$ cat src/rtl/pipeline_ctrl.sv
// rtl/pipeline_ctrl.sv - hazard and stall/flush controller for a 5-stage pipeline
//
// Purpose: decides each cycle which pipeline registers hold (stall_*) and which
// load a bubble (flush_*), tracks a RUN / MEM_WAIT / HALTED state, and counts
// cycles in which the PC was held.
//
// Ports:
//   clk              in   1   clock, rising edge
//   rst              in   1   asynchronous active-high reset
//   MemRead_id_ex    in   1   load instruction in EX
//   rt_id_ex         in   5   load destination register in EX
//   rs_if_id         in   5   source register rs of instruction in ID
//   rt_if_id         in   5   source register rt of instruction in ID
//   Jump_id          in   2   nonzero when a jump is decoded in ID
//   branch_taken_ex  in   1   taken branch resolved in EX
//   ram_busy         in   1   data memory not ready this cycle
//   halt_mem_wb      in   1   halt instruction reached WB
//   stall_pc .. stall_mem_wb  out 1 each  hold the corresponding register
//   flush_if_id, flush_id_ex  out 1 each  load a bubble into the register
//   state            out  2   RUN=0, MEM_WAIT=1, HALTED=2
//   halted           out  1   high iff state is HALTED
//   stall_count      out  16  saturating count of cycles with stall_pc set

module pipeline_ctrl (
  input  logic        clk,
  input  logic        rst,
  input  logic        MemRead_id_ex,
  input  logic [4:0]  rt_id_ex,
  input  logic [4:0]  rs_if_id,
  input  logic [4:0]  rt_if_id,
  input  logic [1:0]  Jump_id,
  input  logic        branch_taken_ex,
  input  logic        ram_busy,
  input  logic        halt_mem_wb,
  output logic        stall_pc,
  output logic        stall_if_id,
  output logic        stall_id_ex,
  output logic        stall_ex_mem,
  output logic        stall_mem_wb,
  output logic        flush_if_id,
  output logic        flush_id_ex,
  output logic [1:0]  state,
  output logic        halted,
  output logic [15:0] stall_count
);

  localparam logic [1:0] ST_RUN      = 2'd0;
  localparam logic [1:0] ST_MEM_WAIT = 2'd1;
  localparam logic [1:0] ST_HALTED   = 2'd2;

  logic [1:0]  state_q, state_d;
  logic [15:0] cnt_q, cnt_d;
  logic        load_use;

  // Register 0 is hardwired to zero, so a load into it never creates a hazard.
  assign load_use = MemRead_id_ex && (rt_id_ex != 5'd0) &&
                    ((rt_id_ex == rs_if_id) || (rt_id_ex == rt_if_id));

  // Priority chain: HALTED/halt > ram_busy > branch > load-use > jump.
  // Outputs are gated by rst so they read zero for the whole reset period.
  always_comb begin
    stall_pc     = 1'b0;
    stall_if_id  = 1'b0;
    stall_id_ex  = 1'b0;
    stall_ex_mem = 1'b0;
    stall_mem_wb = 1'b0;
    flush_if_id  = 1'b0;
    flush_id_ex  = 1'b0;
    if (!rst) begin
      if ((state_q == ST_HALTED) || halt_mem_wb || ram_busy) begin
        stall_pc     = 1'b1;
        stall_if_id  = 1'b1;
        stall_id_ex  = 1'b1;
        stall_ex_mem = 1'b1;
        stall_mem_wb = 1'b1;
      end else if (branch_taken_ex) begin
        flush_if_id = 1'b1;
        flush_id_ex = 1'b1;
      end else if (load_use) begin
        // A jump in ID is left in place and re-decoded after the bubble,
        // so flush_if_id stays low here.
        stall_pc    = 1'b1;
        stall_if_id = 1'b1;
        flush_id_ex = 1'b1;
      end else if (Jump_id != 2'b00) begin
        flush_if_id = 1'b1;
      end
    end
  end

  always_comb begin
    state_d = state_q;
    if (halt_mem_wb || (state_q == ST_HALTED)) begin
      state_d = ST_HALTED;
    end else if (ram_busy) begin
      state_d = ST_MEM_WAIT;
    end else begin
      state_d = ST_RUN;
    end
  end

  always_comb begin
    cnt_d = cnt_q;
    if (stall_pc && (state_q != ST_HALTED) && (cnt_q != 16'hFFFF)) begin
      cnt_d = cnt_q + 16'd1;
    end
  end

  always_ff @(posedge clk or posedge rst) begin
    if (rst) begin
      state_q <= ST_RUN;
      cnt_q   <= 16'd0;
    end else begin
      state_q <= state_d;
      cnt_q   <= cnt_d;
    end
  end

  assign state       = state_q;
  assign halted      = (state_q == ST_HALTED);
  assign stall_count = cnt_q;

endmodule

$ cat config.mk
export PLATFORM = sky130hd
export DESIGN_NAME = pipeline_ctrl
export DESIGN_NICKNAME = d
export VERILOG_FILES = /design/src/rtl/pipeline_ctrl.sv
export SDC_FILE = /design/constraint.sdc
export NUM_CORES = 1
export LEC_CHECK = 0
export ABC_AREA = 1
export ABC_CLOCK_PERIOD_IN_PS = 3100
export CORE_MARGIN = 5
export CORE_UTILIZATION = 45
export DETAILED_ROUTE_END_ITERATION = 8
export GPL_ROUTABILITY_DRIVEN = 0
export GPL_TIMING_DRIVEN = 1
export PLACE_DENSITY = 0.8
export SETUP_SLACK_MARGIN = 0.1
export SYNTH_ARGS = -nofsm -noshare
export SYNTH_HDL_FRONTEND = slang
export SYNTH_SLANG_ARGS = --single-unit
$ cat constraint.sdc
create_clock -name clk -period 3.1 [get_ports clk]
set_input_delay 0.62 -clock clk [delete_from_list [all_inputs] [get_ports clk]]
set_output_delay 0.62 -clock clk [all_outputs]
set_load 0.01 [all_outputs]
Word level (Yosys, flattened, before mapping)

Cells that the tools add are included.
Widths: inputs -> output; s select.

Add/subtract/negate cells: 1
Equality and inequality tests: 5
Multiplexer cells: 16
Reductions and logical operators: 9

Operators with widths:

| cell                  | number |
|---|---|
| $add 16x1->16 const B | 1 |
| $ne 16x16->1 const B  | 1 |
| $mux 1                | 15 |
| $eq 5x5->1            | 2 |
| $reduce_bool 5->1     | 1 |
| $logic_and 1x1->1     | 4 |
| $logic_or 1x1->1      | 3 |
| $eq 2x2->1 const B    | 1 |
| $mux 2                | 1 |
| $ne 2x2->1 const B    | 1 |
| $reduce_bool 2->1     | 1 |

Flip-flop bits (word level): 18
Output and inout bits: 26

Longest topological paths before layout

Depth after elaboration: 9
Gate-level depth with buffers: 12

Least setup slack after synthesis

Ideal clock, no wire load.

Kind: input -> output
Start point: in rst
End point: out stall_pc
Arrival time: 1.696 ns
Required time: 2.480 ns
Setup slack: 0.784 ns
Stages on the path: 6
Path buffers: 3
Cell sequence: inv_1 nand2_1 nand2_2 buf_6 buf_6 buf_4

Longest elaborated chain between the ends: 1

Ends and longest elaborated chain:

| what               | line | source |
|---|---|---|
| start: declaration | 26   | `input logic rst,` |
| $mux 1             | -    |  |
| end: declaration   | 35   | `output logic stall_pc,` |

Every way passes these cells.

Worst setup path after layout

Start point: in halt_mem_wb
End point: out stall_id_ex

Longest elaborated chain between the ends: 4

Ends and longest elaborated chain:

| what                           | line | source |
|---|---|---|
| start: declaration             | 34   | `input logic halt_mem_wb,` |
| $logic_or 1x1->1 (2 in series) | 70   | `if ((state_q == ST_HALTED) \|\| halt_mem_wb \|\| ram_busy) begin` |
| $mux 1                         | 70   |  |
| $mux 1                         | 69   | `if (!rst) begin` |
| end: declaration               | 37   | `output logic stall_id_ex,` |

Every way passes these cells.

==> summary.md <==
| Metric | Value |
|---|---|
| Post-synthesis simple-gate area fraction | `0.437` |
| Maximum clock rate | `~370 MHz` |
| Crit path DAT | `2.07 ns` |
| Number of buffers added to fix hold violations after cts | `0` |
| YS warnings | `0` |
| Worst-case reg-to-reg path depth | `9` |
| Cell Area, Synth | `~1400 sq um` |
| Cell types with the largest area share after synthesis | `sky130_fd_sc_hd__dfrtp_1 32%, sky130_fd_sc_hd__nand2_1 19%, sky130_fd_sc_hd__nand4_1 7.6%` |
| TritonCTS sink count | `18` |
| PortBufs | `48` |
| FF-to-FF setup slack | `1.29 ns` |
| Floorplan die area | `4340 sq um` |
| Dominant combinational cell family by area after synthesis | `simple AND/OR/NAND/NOR gates` |
| Number of buffers inserted during clock tree synthesis | `3` |
| Area share of xor/xnor cells in the synthesized design | `0.0872` |
| First-pass GRT wire length | `5.84 mm` |
| Max Slew Vio Count | `0` |
| Final cycle utilization of the critical path | `0.867` |
| Setup skew after layout | `0.00278 ns` |
| Share of the synthesized area in the top cell type | `0.320` |
| IR drop worst, VDD | `190 uV` |
| H-tree level count | `1` |
| Worst Max-Slew Pin Slew | `0.562 ns` |
| Remaining antenna violation count | `0` |
| Number of instances in the synthesized netlist | `207` |
| Die boundary width | `65.9 microns` |
| Pleak | `0.993 nW` |
| Clock period minus worst slack | `2.69 ns` |
| Row count | `20` |
| Routed length per instance | `11.6 microns` |
| Via count of the first global-routing pass | `~1400` |
| Clock tree root buffer cell | `sky130_fd_sc_hd__clkbuf_4` |
| Path category of the worst min-delay check | `reg -> reg` |
| Mean cell area of the mapped netlist | `around 6.8 sq um` |
| Final-report hold violation count | `0` |
| Required @ worst endpoint | `2.48 ns` |
| Post-synth cell types | `26` |
| Critical Path Sink Type | `output pin` |
| Setup repair after global routing missed its margin | `no` |
| Reg clk slew, reported paths | `0.10 ns` |
| Half-perimeter wire length after placement | `2.69 mm` |
| GR Util All Layers | `0.171` |
| Hold Path Sink | `stall_count[13]` |
| Total number of nets in the final design | `around 280` |
| Antenna diodes | `0` |
| Antenna violations before repair | `0` |
| Starting density of the core | `0.464` |
| Compound-gate portion of the synthesized area | `0.0142` |
| # Max-Cap Violations | `0` |
| Terminus of the critical flop-to-flop path | `stall_count[8]` |
| Largest net degree at the start of global routing | `20` |
| Clock tree from TritonCTS | `yes` |
| CP max FO | `3` |
| Layout cells sized above 1 | `0.0787` |
| Power consumption | `518 uW` |
| Maximum clock insertion buffer count | `2` |
| Worst hold path stage count | `2` |
| I/O pin cnt | `49` |
| Leading cell type in the layout, fill and taps excluded | `sky130_fd_sc_hd__nand2_1` |
| Synthesized-area fraction occupied by adder cells | `0.00890` |
| Syn nets | `231` |
| Total congestion overflow after global routing | `0` |
| Most frequent cells in the layout | `70 x sky130_fd_sc_hd__nand2_1, 43 x sky130_fd_sc_hd__clkdlybuf4s50_1, 27 x sky130_fd_sc_hd__inv_1, 18 x sky130_fd_sc_hd__dfrtp_1, 17 x sky130_fd_sc_hd__nand4_1` |
| Power Density | `266 nW/um^2` |
| Drt initial violations | `65` |
| Aggregate negative setup slack | `0 ns` |
| Critical path startpoint category | `input port` |
| Library cell occupying the most area in the post-synthesis netlist | `sky130_fd_sc_hd__dfrtp_1` |
| Run status | `complete, no violations` |
| Later-pin clock latency in the skew report | `0.30 ns` |
| Post-route worst hold slack | `0.545 ns` |
| Drt total wl | `3.47 mm` |
| Multiplexer area fraction after synthesis | `0` |
| Register bit count reported by yosys | `18` |
| Final setup slack of the worst path | `0.414 ns` |
| Max-Slew Margin vs Limit | `0.623` |
| Start of the worst register-to-register path | `stall_count[0]` |
| Category of the critical setup timing path | `in -> out` |
| Final setup violation count | `0` |
| Worst hold path startpoint | `stall_count[13]` |
| Setup Slack @ Placement | `0.109 ns` |
| Area inside the core boundary | `approximately 3000 sq um` |
| Via count of the routed design | `1410` |
| Vias per Instance | `4.73` |
| Portion of the post-synthesis area used by sequential elements | `0.320` |
| DRT Pass-1 Iters | `4` |
| Drt drc | `0` |
| Die height | `65.9 microns` |
| Area growth from synthesis to layout | `38.4%` |
synthesized netlist by cell type:
| cell | count |
|---|---|
| sky130_fd_sc_hd__dfrtp_1 | 18 |
| sky130_fd_sc_hd__nor2_2 | 2 |
| sky130_fd_sc_hd__nand2_2 | 2 |
| sky130_fd_sc_hd__nand4_1 | 17 |
| sky130_fd_sc_hd__nand3_2 | 1 |
| sky130_fd_sc_hd__nor2_4 | 2 |
| sky130_fd_sc_hd__xnor2_1 | 7 |
| sky130_fd_sc_hd__or2_1 | 1 |
| sky130_fd_sc_hd__buf_2 | 2 |
| sky130_fd_sc_hd__nand2_4 | 1 |
| sky130_fd_sc_hd__buf_4 | 3 |
| sky130_fd_sc_hd__o21ai_1 | 1 |
| sky130_fd_sc_hd__nor2_1 | 16 |
| sky130_fd_sc_hd__a21oi_1 | 2 |
| sky130_fd_sc_hd__o21ai_0 | 1 |
| sky130_fd_sc_hd__xor2_1 | 7 |
| sky130_fd_sc_hd__clkinv_1 | 2 |
| sky130_fd_sc_hd__nand3_4 | 1 |
| sky130_fd_sc_hd__nand2_1 | 70 |
| sky130_fd_sc_hd__ha_1 | 1 |
| sky130_fd_sc_hd__inv_2 | 3 |
| sky130_fd_sc_hd__buf_6 | 3 |
| sky130_fd_sc_hd__nand3_1 | 13 |
| sky130_fd_sc_hd__inv_1 | 27 |
| sky130_fd_sc_hd__nor3_1 | 3 |
| sky130_fd_sc_hd__nor3b_2 | 1 |
where the power goes:
| part | total [mW] | internal (mW) | switching [mW] | leakage [nW] |
|---|---|---|---|---|
| Sequential | 0.256 | 0.243 | 0.0130 | 0.244 |
| Combinational | 0.118 | 0.0653 | 0.0527 | 0.728 |
| Clock | 0.143 | 0.0717 | 0.0716 | 0.0210 |
| Total | 0.518 | 0.380 | 0.137 | 0.993 |
what timing repair did:
| item | 4_1_cts | 5_1_grt |
|---|---|---|
| gates resized for setup | 0 | 5 |
| endpoints found under the setup margin | 0 | 4 |
| buffers inserted | 0 | 0 |
cell families (layout without fill, tap and decap cells):
logic type	count (synthesis)	count (layout)
flops	18	18
simple gates	130	130
fa+ha+maj	1	1
compound gates	4	4
xor+xnor	14	14
buf+inv	40	87
how the worst max path moves through the flow:
stage | end | cells after the start | from
5_1_grt | flush_if_id | 11 | rt_id_ex[3]
3_5_place_dp | flush_id_ex | 10 | rt_id_ex[4]
6_report | stall_id_ex | 7 | halt_mem_wb
2_1_floorplan | stall_pc | 6 | rst
3_3_place_gp | flush_id_ex | 10 | rt_id_ex[4]
4_1_cts | flush_id_ex | 10 | rt_id_ex[4]
through the flow:
step | area, sq um | std cells | util
CTS | 1930 | 298 | 0.639
floorplan | 1410 | 207 | -
detailed placement | 1900 | 294 | 0.627
global route | 1950 | 298 | 0.643
finish | 1950 | 298 | 0.643
global placement | 1900 | 294 | 0.627
registers in the layout, indices dropped and copies added, names as in the netlist:
register     cells
state            2
stall_count     16
critical path: stages:
cell	delay (ns)
sky130_fd_sc_hd__clkdlybuf4s50_1	0.39
sky130_fd_sc_hd__or2_1	0.27
sky130_fd_sc_hd__nor2_2	0.12
sky130_fd_sc_hd__inv_2	0.04
sky130_fd_sc_hd__nand2_1	0.08
sky130_fd_sc_hd__inv_1	0.07
sky130_fd_sc_hd__clkdlybuf4s50_1	0.48
routing by layer:
metal  up-vias  global-route usage  share of wire
met5         -                   0              0
met4         0              0.0544          0.012
met3         4              0.0323          0.057
met2        38               0.282           0.47
met1       631               0.223           0.46
li1        737                   -              -
cell type report:
| cell class | instances | area (sq um) |
|---|---|---|
| Fill cell | 281 | 1080 |
| Clock buffer | 4 | 36.3 |
| Inverter | 32 | 120 |
| Sequential cell | 18 | 450 |
| Multi-Input combinational cell | 149 | 769 |
| Timing Repair Buffer | 51 | 515 |
| Tap cell | 44 | 55.1 |
Note: power is estimated with default switching activity, not from simulation.
